--- src/rtl/layer_seq_ctrl.sv ---
// -----------------------------------------------------------------------------
// layer_seq_ctrl
//
// Purpose:
//   Sequences N_LAYERS processing layers one after another. A run is armed by
//   en, starts when the host finishes loading the input buffer (falling edge
//   of we), then enables each layer in turn. It waits for that layer's finish
//   flag and inserts a fixed idle gap before enabling the next layer. A
//   one-cycle done pulse marks completion of the last layer.
//
// Parameters:
//   N_LAYERS    - number of sequenced layers (1..8)
//   STALL_CYC   - idle gap in cycles between consecutive layers (1..65535)
//   TIMEOUT_CYC - maximum cycles one layer may run (timeout build only)
//
// Ports:
//   clk        in   clock, all state changes on the rising edge
//   rst_n      in   asynchronous reset, active low
//   en         in   run enable; dropping it aborts any run
//   we         in   host input-buffer write strobe; its falling edge starts a run
//   layer_fin  in   per-layer finish flags; only the active layer's bit is used
//   layer_en   out  one-hot registered enable to the active layer
//   cur_layer  out  index of the active or last-run layer
//   busy       out  high while receiving, running or in a gap
//   done       out  one-cycle pulse after the last layer's gap
//   err        out  sticky timeout flag
//
// Build option:
//   LAYER_SEQ_TIMEOUT_EN - when defined, a layer that runs TIMEOUT_CYC cycles
//   without finishing moves the sequencer to ERR. When undefined, RUN waits
//   indefinitely and err is tied low.
// -----------------------------------------------------------------------------
//
// state | meaning
// ------+--------------------------------------------------------------
// IDLE  | no run; waiting for en
// RECV  | armed; waiting for the falling edge of we
// RUN   | layer idx enabled; waiting for layer_fin[idx]
// GAP   | idle gap of STALL_CYC cycles between layers
// DONE  | single-cycle completion pulse
// ERR   | layer timed out; held until en drops (timeout build only)

module layer_seq_ctrl #(
  parameter int unsigned N_LAYERS    = 5,
  parameter int unsigned STALL_CYC   = 16,
  parameter int unsigned TIMEOUT_CYC = 65535
) (
  input  logic                clk,
  input  logic                rst_n,
  input  logic                en,
  input  logic                we,
  input  logic [N_LAYERS-1:0] layer_fin,
  output logic [N_LAYERS-1:0] layer_en,
  output logic [2:0]          cur_layer,
  output logic                busy,
  output logic                done,
  output logic                err
);

  localparam logic [2:0] IDLE = 3'd0;
  localparam logic [2:0] RECV = 3'd1;
  localparam logic [2:0] RUN  = 3'd2;
  localparam logic [2:0] GAP  = 3'd3;
  localparam logic [2:0] DONE = 3'd4;
`ifdef LAYER_SEQ_TIMEOUT_EN
  localparam logic [2:0] ERR  = 3'd5;
`endif

  localparam logic [2:0]  LAST_IDX  = 3'(N_LAYERS - 1);
  localparam logic [15:0] STALL_END = 16'(STALL_CYC - 1);

  logic [2:0]  state;
  logic [2:0]  state_nxt;
  logic [2:0]  idx;
  logic [2:0]  idx_nxt;
  logic [15:0] stall_cnt;
  logic        we_q;
  logic        we_fall;
  logic [7:0]  fin_pad;
  logic        fin_cur;
  logic [7:0]  onehot_nxt;

  assign we_fall    = we_q & ~we;
  // Zero-extend to 8 bits so idx can address any bit for every legal N_LAYERS.
  assign fin_pad    = 8'(layer_fin);
  assign fin_cur    = fin_pad[idx];
  assign onehot_nxt = 8'd1 << idx_nxt;

`ifdef LAYER_SEQ_TIMEOUT_EN
  logic [31:0] run_cnt;
  logic        run_tmo;

  assign run_tmo = (run_cnt == 32'(TIMEOUT_CYC - 1));
`else
  logic unused_timeout;

  assign unused_timeout = |TIMEOUT_CYC;
`endif

  always_comb begin
    state_nxt = state;
    idx_nxt   = idx;
    case (state)
      IDLE: begin
        idx_nxt = 3'd0;
        if (en) state_nxt = RECV;
      end
      RECV: begin
        if (!en) begin
          state_nxt = IDLE;
        end else if (we_fall) begin
          state_nxt = RUN;
          idx_nxt   = 3'd0;
        end
      end
      RUN: begin
        // Abort wins over a finish flag arriving in the same cycle.
        if (!en) begin
          state_nxt = IDLE;
          idx_nxt   = 3'd0;
        end else if (fin_cur) begin
          state_nxt = GAP;
        end
`ifdef LAYER_SEQ_TIMEOUT_EN
        else if (run_tmo) begin
          state_nxt = ERR;
        end
`endif
      end
      GAP: begin
        if (!en) begin
          state_nxt = IDLE;
          idx_nxt   = 3'd0;
        end else if (stall_cnt == STALL_END) begin
          if (idx < LAST_IDX) begin
            state_nxt = RUN;
            idx_nxt   = idx + 3'd1;
          end else begin
            state_nxt = DONE;
          end
        end
      end
      DONE: begin
        state_nxt = IDLE;
        idx_nxt   = 3'd0;
      end
`ifdef LAYER_SEQ_TIMEOUT_EN
      ERR: begin
        if (!en) begin
          state_nxt = IDLE;
          idx_nxt   = 3'd0;
        end
      end
`endif
      default: begin
        state_nxt = IDLE;
        idx_nxt   = 3'd0;
      end
    endcase
  end

  // layer_en and cur_layer are derived from the next state so the enable is
  // already valid in the first RUN cycle.
  always_ff @(posedge clk or negedge rst_n) begin
    if (!rst_n) begin
      state     <= IDLE;
      idx       <= 3'd0;
      layer_en  <= '0;
      cur_layer <= 3'd0;
      stall_cnt <= 16'd0;
      we_q      <= 1'b0;
    end else begin
      we_q      <= we;
      state     <= state_nxt;
      idx       <= idx_nxt;
      layer_en  <= (state_nxt == RUN) ? onehot_nxt[N_LAYERS-1:0] : '0;
      if (state_nxt == RUN) cur_layer <= idx_nxt;
      stall_cnt <= (state == GAP && state_nxt == GAP) ? stall_cnt + 16'd1 : 16'd0;
    end
  end

`ifdef LAYER_SEQ_TIMEOUT_EN
  // Cleared whenever RUN is entered or left; saturates instead of wrapping.
  always_ff @(posedge clk or negedge rst_n) begin
    if (!rst_n) begin
      run_cnt <= 32'd0;
    end else if (state == RUN && state_nxt == RUN) begin
      if (run_cnt != 32'hFFFF_FFFF) run_cnt <= run_cnt + 32'd1;
    end else begin
      run_cnt <= 32'd0;
    end
  end

  assign err = (state == ERR);
`else
  assign err = 1'b0;
`endif

  assign busy = (state == RECV) || (state == RUN) || (state == GAP);
  assign done = (state == DONE);

endmodule

--- config.mk ---
export PLATFORM = sky130hd
export DESIGN_NAME = layer_seq_ctrl
export DESIGN_NICKNAME = d
export VERILOG_FILES = /design/src/rtl/layer_seq_ctrl.sv
export SDC_FILE = /design/constraint.sdc
export NUM_CORES = 1
export LEC_CHECK = 0
export CORE_MARGIN = 2
export CORE_UTILIZATION = 49
export DETAILED_ROUTE_END_ITERATION = 16
export PLACE_DENSITY = 0.72
export SYNTH_ARGS = -nofsm -noshare
export SYNTH_HDL_FRONTEND = slang
export SYNTH_SLANG_ARGS = --single-unit
--- constraint.sdc ---
create_clock -name clk -period 2.4 [get_ports clk]
set_clock_uncertainty 0.05 [all_clocks]
set_input_delay 0.6 -clock clk [delete_from_list [all_inputs] [get_ports clk]]
set_output_delay 0.6 -clock clk [all_outputs]
set_load 0.005 [all_outputs]
**Yosys cells after proc, flatten, opt, wreduce, memory -nomap -nowiden**

Cells that the tools add are included.
Widths: inputs -> output; s select.

- $add $sub $neg: 2
- Equality and inequality tests: 7
- Bitwise gates (word level): 2
- Reductions and logical operators: 4
- Order comparisons: 2
- Muxes and demuxes: 20
- Shifts and indexed selects: 1

Operators with widths:

| kind | number |
|---|---|
| $mux 3 | 14 |
| $add 16x1->16 const B | 1 |
| $eq 16x4->1 const B | 1 |
| $mux 16 | 1 |
| $eq 3x2->1 const B | 4 |
| $pmux 3 s4 | 1 |
| $pmux 3 s3 | 1 |
| $mux 5 | 1 |
| $shl 1x3->5 const A | 1 |
| $lt 3x4->1 const B | 1 |
| $add 3x1->3 const B | 1 |
| $bmux 1 s3 | 1 |
| $eq 3x1->1 const B | 1 |
| $eq 3x3->1 const B | 1 |
| $logic_not 3->1 | 1 |
| $lt 3x3->1 const B | 1 |
| $logic_or 1x1->1 | 2 |
| $and 1x1->1 | 1 |
| $logic_and 1x1->1 | 1 |
| $mux 1 | 1 |
| $not 1->1 | 1 |

- Bits of input ports: 9
- Register bits after elaboration: 31

**Depth between registers and ports, before layout**

Gate-level depths: netlist of the first run.

- Word-level depth: 8
- Gate-level depth with buffers: 7
- Mapped depth without buffers: 7

**Worst setup path after synthesis of the first run**

No wires, ideal clock.

- Path type: register -> register
- From: register stall_cnt[5]
- To: register layer_en[0]
- Data required time: 2.270 ns
- Arrival time: 2.107 ns
- Slack: 0.162 ns
- Setup time: 0.080 ns
- Cell stages (with the launch flop): 7
- Path buffers: 0
- Cells stage by stage: dfrtp_1 > or4_4 > nor4_2 > mux2i_1 > a21boi_1 > inv_2 > nor3_2

- Cells in the longest elaborated chain, start to end: 6
- Elaborated cells between the ends (all ways): 10
- Those cells by class: 2 x eq/ne; 1 x shift; 7 x mux

RTL lines:

| item | RTL line | source |
|---|---|---|
| start, declared | 76 | `logic [15:0] stall_cnt;` |
| start signal, assigned | 178 | `stall_cnt <= (state == GAP && state_nxt == GAP) ? stall_cnt + 16'd1 : 16'd0;` |
| $eq 16x4->1 | 134 | `end else if (stall_cnt == STALL_END) begin` |
| $mux 3 | 134 |  |
| $mux 3 | 131 | `if (!en) begin` |
| $pmux 3 s3 | 103 | `case (state)` |
| named net idx_nxt[0] | 75 | `logic [2:0] idx_nxt;` |
| $shl 1x3->5 | 87 | `assign onehot_nxt = 8'd1 << idx_nxt;` |
| $mux 5 | 176 | `layer_en <= (state_nxt == RUN) ? onehot_nxt[N_LAYERS-1:0] : '0;` |
| end signal, assigned | 176 |  |
| end, declared | 53 | `output logic [N_LAYERS-1:0] layer_en,` |

The timed path passes the listed nets, and every way through them passes these cells.
A chain may end at the register's enable or synchronous reset.

**Final worst setup path of the first run**

- From: register stall_cnt[12]
- To: register cur_layer[0]

- Cells in the longest elaborated chain, start to end: 5
- Elaborated cells between the ends (all ways): 8
- Those cells by class: 2 x eq/ne; 6 x mux

RTL lines:

| item | RTL line | source |
|---|---|---|
| $eq 16x4->1 * | 134 |  |
| $mux 3 | 134 |  |
| $mux 3 | 131 |  |
| $pmux 3 s4 | 103 |  |
| $eq 3x2->1 | 177 | `if (state_nxt == RUN) cur_layer <= idx_nxt;` |
| end signal, assigned | 177 |  |
| end, declared | 54 | `output logic [2:0] cur_layer,` |

Every way passes the cells marked *; elsewhere a longest branch is shown, timed or not.

==> results by group, run 1 <==
Placed design
  • Dpl ws: -0.135 ns
  • Hpwl dp: 2450 um
  • Port bufs: 18
  • GPL Wtd Cong: 0.835
  • Post-Place Cells: 217
  • Placed Instance Area: 0.00188 mm2

Clocking
  • Max Buffers Root-to-Sink: 2
  • CTS Hold Bufs: 0
  • Clk slew on worst S/H paths: 0.10 ns
  • CTS tree: built
  • H-tree Lvls: 2
  • Root buf cell: clkbuf_4
  • CTS resizes: 0
  • Clock Sinks: 31
  • TritonCTS buffer count: 5
  • Setup Fix Bufs, Post-CTS: 0
  • Clock Latency Late Sink: 0.34 ns

Setup path
  • R2R Setup Slk: 0.09 ns
  • CP required: 2.62 ns
  • Worst Setup End Kind: register
  • Critical path launch point type: register
  • CP Max Fanout: 5
  • Worst setup path class: reg -> reg
  • Worst EP arrival: 2.53 ns

Timing
  • Measured slew at the worst slew-check pin: 0.572 ns
  • RSZ-0062 raised after global routing: no
  • Final setup viols: 0
  • Slew margin rel.: 0.616
  • Setup WS post-layout: 0.0929 ns
  • Final hold violation count: 0
  • Crit path time final: 2.31 ns
  • Max Slew Vio Count: 0
  • Tcrit/Tclk final: 0.961
  • Peak Freq: 433 MHz
  • Setup Total Neg Slack: 0 ns

Finish
  • Final Non-Filler Cells: 225
  • Layout cells sized above 1: 0.188
  • Ant diodes: 0
  • Reg area: 777 um2
  • Final instance area: 0.00198 mm2
  • Fin nets: 191
  • Leading cell types in the layout, fill and taps excluded: dfrtp_1 (30), nor2_1 (24), clkdlybuf4s50_1 (18)
  • Fillers: 261
  • Multi-input gate area: 791 um2
  • Most common cell after layout, fill and taps aside: dfrtp_1
  • Area added between synthesis and finish: 23.8%

Global routing
  • Vias in the first global route: 1213
  • Initial antenna violation count: 0
  • GRT Overall Usage: 0.209
  • Largest net degree at the start of global routing: 32
  • Global-route wire length before repair: 5640 um
  • Grt ovf: 0

Route
  • Total vias in the final route: 1212
  • Pre-antenna DRT Iters: 4
  • Residual DRC: 0
  • Iteration-0 DRC count of the detailed router: 57
  • Post-route ant nets: 0
  • Wirelength per Cell: 14.9 um
  • Via density: 5.39
  • Final wirelength: 3360 um

Synthesis
  • Syn Nets: 162
  • Sequential area share after synthesis: 0.486
  • Most area-consuming cells after synthesis: dfrtp_1 (49%), nor2_1 (5.6%), xnor2_1 (3.8%), xor2_1 (3.8%), nor3_2 (3.1%)
  • Yosys reg bits: 31
  • Syn Std Cell Area: 0.00160 mm2
  • Post-synth top area share: 0.486
  • Syn Inst Count: 151
  • Syn avg cell area: 10.6 um2
  • Yosys warns: 0
  • Post-synth top area cell: dfrtp_1
  • Yosys cell types: 44

Power and ir drop
  • Leakage: 0.853 nW
  • Peak VDD IR: 0.427 mV
  • Cell area power density: 583 mW/mm2

Floorplan
  • Core area: 0.00308 mm2
  • Initial Util: 0.519
  • DIE AREA: 0.00373 mm2
  • Cell Rows: 20
  • IO Pins: 20
  • Die width: 61.1 um
  • Die Ht: 61.1 um

Worst hold path
  • Hold/Removal Path Class: reg -> reg

Run status
  • Outcome: complete, no violations

Flow run
  • Max_cap viols: 0
## cell usage after synthesis
| cell | instances |
|---|---|
| buf_4 | 1 |
| nor4_2 | 1 |
| inv_1 | 4 |
| or4_4 | 3 |
| conb_1 | 1 |
| nor3_2 | 5 |
| o21ai_0 | 1 |
| a21boi_0 | 1 |
| a31oi_4 | 1 |
| mux4_2 | 1 |
| o21ba_2 | 1 |
| nor2_1 | 24 |
| nand3_4 | 1 |
| nand4bb_1 | 1 |
| buf_2 | 1 |
| nand3b_1 | 1 |
| inv_2 | 2 |
| a21boi_1 | 1 |
| xnor2_1 | 7 |
| or4_1 | 4 |
| mux2_2 | 1 |
| a211o_1 | 1 |
| o21a_1 | 1 |
| clkbuf_1 | 1 |
| nand4b_1 | 2 |
| a21oi_1 | 5 |
| and4b_1 | 1 |
| nor2b_1 | 1 |
| a21boi_4 | 1 |
| ha_1 | 2 |
| xor2_1 | 7 |
| nor4bb_1 | 2 |
| nand3_1 | 7 |
| nand4_1 | 3 |
| o2111ai_1 | 1 |
| and3_2 | 1 |
| nor3b_1 | 1 |
| dfrtp_1 | 31 |
| nor3_1 | 1 |
| and2_1 | 2 |
| nand2_1 | 10 |
| and3_1 | 5 |
| mux2i_1 | 1 |
| o21ai_1 | 1 |
## power breakdown
group | leakage [nW] | switching, W | internal, W
Sequential | 0.420 | 0.0000203 | 0.000547
Combinational | 0.385 | 0.0000609 | 0.0000842
Clock | 0.0482 | 0.000194 | 0.000246
Total | 0.853 | 0.000275 | 0.000878
## worst max-delay path, stage by stage, from the launching register on
cell and delay [ns]:
dfrtp_1 0.43, or4_4 0.58, or4_4 0.58, a31oi_4 0.26, buf_4 0.17, nor2_1 0.04
a21oi_1 0.12
## flip-flops by register name (all words and copies together) (netlist names)
register	count
we_q	1
state	3
layer_en	5
idx	3
stall_cnt	16
cur_layer	3
## per-layer routing
metal / GRT usage / part of all wire
met1: 0.282 / 0.46
met2: 0.312 / 0.47
met3: 0.0651 / 0.051
met4: 0.0932 / 0.019
met5: 0 / 0
## cell families after synthesis
family / Yosys count / synth area share
and+or+nand+nor: 76 / 0.289
DFF: 31 / 0.486
AOI/OAI and AO/OA: 15 / 0.0784
xor gates and xnor gates: 14 / 0.0768
buffers and inverters: 9 / 0.0243
muxes: 3 / 0.0274
adders and majority gates: 2 / 0.0157
other: 1 / 0.00235
## final cells by class
| class | count | area share |
|---|---|---|
| clock buffer | 6 | 0.0259 |
| clock inverter | 2 | 0.0177 |
| inverter | 6 | 0.0114 |
| multi-input combinational | 111 | 0.400 |
| sequential | 31 | 0.393 |
| tap | 44 | 0.0278 |
| timing repair buffer | 25 | 0.124 |
## worst paths after layout
path	from	cells after the start	end
hold / removal	stall_cnt[0]	1	stall_cnt[0]
setup / recovery	stall_cnt[12]	6	cur_layer[0]
setup reg to reg	stall_cnt[12]	6	cur_layer[0]
max in group asynchronous	rst_n	2	stall_cnt[5]
min in group asynchronous	rst_n	2	state[1]
hold reg to reg	stall_cnt[0]	1	stall_cnt[0]
## stage by stage
stage	hold slack, ns	total power, W	util
after floorplan	0.254	0.000629	-
after global placement	0.395	0.000719	0.611
after detailed placement	0.400	0.000724	0.611
after CTS	0.424	0.00116	0.639
after global routing	0.448	0.00120	0.642
final	0.417	0.00115	0.642
Note: power is estimated with default switching activity, not from simulation.
==> run 2, diff against run 1 <==
- SLEW_MARGIN: not set -> 20
==> results of run 2 <==
Final layout, timing and power as in run 1 (identical DEF).
